--- src/rtl/pair_triple_event_counter.sv ---
// pair_triple_event_counter
// Takes the raw 2-of-3 majority detector bit, which is asynchronous to clk.
// It synchronises the bit, debounces it with a four-state FSM, and counts
// accepted rising events in a saturating counter.
// Every output comes from a register or from decoding the state register, so
// no input has a combinational path to any output.

module pair_triple_event_counter #(
  parameter int DEBOUNCE_CYCLES = 4,  // identical synced samples to accept a change, >= 1
  parameter int COUNT_WIDTH     = 8   // event_count width; saturates at all-ones
) (
  input  logic                   clk,
  input  logic                   rst_n,
  input  logic                   det,
  input  logic                   clear,
  output logic                   det_stable,
  output logic                   event_pulse,
  output logic [COUNT_WIDTH-1:0] event_count,
  output logic                   saturated
);

  // The run counter only has to reach DEBOUNCE_CYCLES-1. Sizing it for
  // DEBOUNCE_CYCLES keeps the width legal when DEBOUNCE_CYCLES is 1.
  localparam int RUN_WIDTH = $clog2(DEBOUNCE_CYCLES + 1);

  localparam logic [RUN_WIDTH-1:0]   RUN_LAST  = RUN_WIDTH'(DEBOUNCE_CYCLES - 1);
  localparam logic [RUN_WIDTH-1:0]   RUN_ONE   = RUN_WIDTH'(1);
  localparam logic [COUNT_WIDTH-1:0] COUNT_MAX = '1;

  // S_LOW / S_HIGH are the settled levels.
  // S_RISE / S_FALL are qualifying a candidate change of level.
  typedef enum logic [1:0] {
    S_LOW  = 2'd0,
    S_RISE = 2'd1,
    S_HIGH = 2'd2,
    S_FALL = 2'd3
  } state_t;

  logic                   s1;
  logic                   det_s;
  state_t                 state;
  state_t                 next_state;
  logic [RUN_WIDTH-1:0]   run;
  logic [RUN_WIDTH-1:0]   next_run;
  logic                   accept;
  logic [COUNT_WIDTH-1:0] count_inc;

  // Two-flop synchroniser. Only det_s is allowed into the FSM.
  // NOTE: sequential state is updated with non-blocking assignments so that
  // every flop samples its pre-edge inputs, whatever order the blocks run in.
  always_ff @(posedge clk or negedge rst_n) begin
    if (!rst_n) begin
      s1    <= 1'b0;
      det_s <= 1'b0;
    end else begin
      s1    <= det;
      det_s <= s1;
    end
  end

  // State register and run counter for the debounce FSM.
  always_ff @(posedge clk or negedge rst_n) begin
    if (!rst_n) begin
      state <= S_LOW;
      run   <= '0;
    end else begin
      state <= next_state;
      run   <= next_run;
    end
  end

  // Next-state logic. The run counter counts how many consecutive synced
  // samples have agreed with the candidate level. It is 0 in the settled
  // states.
  // NOTE: every variable written here gets a default value first, so no path
  // through the case statement can leave a value unassigned and infer a latch.
  always_comb begin
    next_state = state;
    next_run   = run;
    accept     = 1'b0;
    unique case (state)
      S_LOW: begin
        if (det_s) begin
          if (DEBOUNCE_CYCLES == 1) begin
            next_state = S_HIGH;
            next_run   = '0;
            accept     = 1'b1;
          end else begin
            next_state = S_RISE;
            next_run   = RUN_ONE;
          end
        end
      end
      S_RISE: begin
        if (!det_s) begin
          next_state = S_LOW;
          next_run   = '0;
        end else if (run == RUN_LAST) begin
          next_state = S_HIGH;
          next_run   = '0;
          accept     = 1'b1;
        end else begin
          next_run   = run + RUN_ONE;
        end
      end
      S_HIGH: begin
        if (!det_s) begin
          if (DEBOUNCE_CYCLES == 1) begin
            next_state = S_LOW;
            next_run   = '0;
          end else begin
            next_state = S_FALL;
            next_run   = RUN_ONE;
          end
        end
      end
      S_FALL: begin
        if (det_s) begin
          // A bounce back up returns to the settled high level.
          // It is not a new event.
          next_state = S_HIGH;
          next_run   = '0;
        end else if (run == RUN_LAST) begin
          next_state = S_LOW;
          next_run   = '0;
        end else begin
          next_run   = run + RUN_ONE;
        end
      end
      default: begin
        next_state = S_LOW;
        next_run   = '0;
      end
    endcase
  end

  // The debounced level is a pure decode of the state register.
  // S_FALL still reports high until the fall has been qualified.
  assign det_stable = (state == S_HIGH) || (state == S_FALL);

  // Saturating increment.
  // saturated then follows from the value being written.
  assign count_inc = (event_count == COUNT_MAX) ? event_count : event_count + 1'b1;

  // Event pulse and counter.
  // clear wins over a coincident accept for the count, but the pulse still
  // fires so that downstream logic sees the event.
  always_ff @(posedge clk or negedge rst_n) begin
    if (!rst_n) begin
      event_pulse <= 1'b0;
      event_count <= '0;
      saturated   <= 1'b0;
    end else begin
      event_pulse <= accept;
      if (clear) begin
        event_count <= '0;
        saturated   <= 1'b0;
      end else if (accept) begin
        event_count <= count_inc;
        saturated   <= (count_inc == COUNT_MAX);
      end
    end
  end

endmodule

--- config.mk ---
export PLATFORM = sky130hd
export DESIGN_NAME = pair_triple_event_counter
export DESIGN_NICKNAME = d
export VERILOG_FILES = /design/src/rtl/pair_triple_event_counter.sv
export SDC_FILE = /design/constraint.sdc
export NUM_CORES = 1
export LEC_CHECK = 0
export ABC_AREA = 1
export CAP_MARGIN = 20
export CORE_MARGIN = 1.5
export CORE_UTILIZATION = 51
export DETAILED_ROUTE_END_ITERATION = 7
export PLACE_DENSITY = 0.78
export RECOVER_POWER = 25
export SLEW_MARGIN = 15
export SYNTH_ARGS = -nofsm -noshare
export SYNTH_HDL_FRONTEND = slang
export SYNTH_SLANG_ARGS = --single-unit
--- constraint.sdc ---
create_clock -name clk -period 1.75 [get_ports clk]
set_input_delay 0.35 -clock clk [delete_from_list [all_inputs] [get_ports clk]]
set_output_delay 0.35 -clock clk [all_outputs]
set_load 0.02 [all_outputs]
==> impl_metrics.env <==
export IMPL_route_detailed_wl_per_inst_um=11.5
export IMPL_grt_setup_unrepaired="no"
export IMPL_drt_iter0_drc=25
export IMPL_fin_skew_ns=0.00923
export IMPL_synth_xor_xnor_area_share=0.0185
export IMPL_route_vias_total=843
export IMPL_crit_type="flip-flop to output port"
export IMPL_hold_class="flip-flop to flip-flop"
export IMPL_synth_simple_area_share=0.321
export IMPL_seq_area_um2=425
export IMPL_area_growth_pct=22.8
export IMPL_die_x_um=46.1
export IMPL_final_cell_mix="nand2_1, inv_1, dfrtp_1"
export IMPL_clkSinkCount=17
export IMPL_hold_buffers=0
export IMPL_cap_violations=0
export IMPL_fin_ws_ns=0.0883
export IMPL_cpPeakStageDelay_ns=0.62
export IMPL_hold_violations=0
export IMPL_cts_buffer_depth=2
export IMPL_clkLatencyLatePin_ns=0.29
export IMPL_critPathMaxFanout=4
export IMPL_first_global_vias=747
export IMPL_clk_pin_slew_ns=0.09
export IMPL_synth_distinct_cells=24
export IMPL_crit_chain="clkdlybuf4s50_1"
export IMPL_nNetsFinal=146
export IMPL_path_buf_inv=1
export IMPL_dr_pass1_iters=4
export IMPL_worstMarginPinSlew_ns=0.863
export IMPL_ant_nets=0
export IMPL_ys_seq_area_frac=0.450
export IMPL_routed_via_density=5.14
export IMPL_synth_compound_area_frac=0.101
export IMPL_start_util=0.548
export IMPL_syn_nets=126
export IMPL_grt_max_degree=18
export IMPL_drc=0
export IMPL_synth_avg_cell_area_um2=7.88
export IMPL_ir_drop_v=0.000746
export IMPL_maxSlewViolCount=0
export IMPL_fp_row_count=15
export IMPL_drive_gt1_frac=0.122
export IMPL_core_um2=1730
export IMPL_portBuffers=14
export IMPL_antenna_found_initial=0
export IMPL_slowest_stage="clkdlybuf4s50_1"
export IMPL_crit_family="buffers and inverters"
export IMPL_dp_hpwl_mm=1.47
export IMPL_setup_tns_ns=0
export IMPL_post_route_period_util=0.950
export IMPL_place_inst=160
export IMPL_final_cells=164
export IMPL_total_power_w=0.000900
export IMPL_h_tree_depth=1
export IMPL_power_density_nw_per_um2=775
export IMPL_totalWireLength_mm=1.89
export IMPL_fp_dieH_um=46.1
export IMPL_hold_depth=0
export IMPL_layout_commonest_cell="nand2_1"
export IMPL_arrival_ns=1.31
export IMPL_p_leak_nw=0.660
export IMPL_synth_warnings=0
export IMPL_cts_tree="done"
export IMPL_status="finished clean"
export IMPL_io_pins=15
export IMPL_post_cts_buffers=0
export IMPL_post_place_ws_ns=0.239
export IMPL_place_congestion=0.882
export IMPL_endpoint_kind="output port"
export IMPL_path_depth=1
export IMPL_netlist_area_um2=946
export IMPL_ys_ff_latch=17
export IMPL_finalInstanceArea_um2=1160
export IMPL_synth_top_family_by_area="simple AND/OR/NAND/NOR gates"
export IMPL_start_kind="flip-flop"
export IMPL_synth_fa_ha_area_frac=0.0265
export IMPL_fillCellCount=155
export IMPL_synthMuxAreaShare=0
export IMPL_r2r_cells=10
export IMPL_setup_viol=0
export IMPL_synthCells=120
export IMPL_antenna_cells=0
export IMPL_grt_pass1_wl_mm=3.15
export IMPL_relSlewSlack=0.425
export IMPL_max_freq_ghz=0.602
export IMPL_multiInputGateArea_um2=442
export IMPL_cp_required_ns=1.40
export IMPL_cts_root_buf="clkbuf_4"
export IMPL_layout_min_cycle_time_ns=1.66
export IMPL_grtUsageTotal=0.208
export IMPL_die_area_um2=2120
export IMPL_cts_buffers=3
export IMPL_place_area_um2=1130
export IMPL_grt_overflow=0
[Yosys cell counts, drive strengths merged]
cell type / number / share of area
nor3: 1 / 0.017
a21oi: 3 / 0.016
ha: 2 / 0.026
nand4: 1 / 0.0066
clkbuf: 1 / 0.0040
clkinv: 1 / 0.0040
dfrtp: 17 / 0.45
o21ai: 7 / 0.037
xnor2: 1 / 0.0093
o21bai: 1 / 0.0079
a21boi: 1 / 0.0079
o22ai: 2 / 0.013
nand3: 14 / 0.085
xor2: 1 / 0.0093
nand3b: 1 / 0.0079
a22o: 2 / 0.019
nand2: 36 / 0.16
nor2: 9 / 0.049
inv: 19 / 0.075
[registers in the layout (all words and copies together) (netlist names), named ones only]
register / flops
state: 1
event_pulse: 1
event_count: 8
s1: 1
det_s: 1
saturated: 1
run: 3
[power by group]
part / switching [W] / leakage (nW) / internal (W)
sequential: 0.0000388 / 0.226 / 0.000437
combinational: 0.000130 / 0.419 / 0.0000863
clock: 0.000119 / 0.0150 / 0.0000885
total: 0.000288 / 0.660 / 0.000612
[cell families (layout without fill, tap and decap cells)]
family	count (synthesis)	after routing
simple gates	62	62
buf+inv	21	40
flops	17	17
compound gates	16	16
fa+ha+maj	2	2
xor+xnor	2	2
[path summary, 6_finish.rpt]
path	slack, ns	endpoint	start
worst max-delay path	0.09	det_stable	flip-flop
worst min-delay path	0.36	det_s	s1
worst max register to register	0.20	saturated	event_count[0]
worst min register to register	0.36	det_s	s1
max in group asynchronous	0.53	run[1]	rst_n
min in group asynchronous	0.68	event_count[4]	rst_n
[routing by layer]
| metal | up-vias | GRT usage | wire, um |
|---|---|---|---|
| met5 | - | 0 | 0 |
| met4 | 0 | 0.0800 | 23 |
| met3 | 4 | 0.0392 | 141 |
| met2 | 36 | 0.303 | 839 |
| met1 | 383 | 0.304 | 884 |
| li1 | 420 | - | - |
[stage by stage]
stage / hold WS [ns] / util
finish: 0.358 / 0.672
CTS: 0.361 / 0.667
detailed placement: 0.340 / 0.654
global placement: 0.334 / 0.654
global route: 0.376 / 0.672
floorplan: 0.0544 / -
[final cells by class]
type / count / area share
well taps: 25 / 0.0269
multi-input cells: 82 / 0.380
inverters: 20 / 0.0647
flip-flops and latches: 17 / 0.366
repair buffers: 16 / 0.139
clock buffers: 4 / 0.0226
[repair_timing]
item / 4_1_cts / 5_1_grt
setup endpoints to repair: 2 / 5
resized for setup: 2 / 5
cloned: 0 / 0
Note: power is estimated with default switching activity, not from simulation.
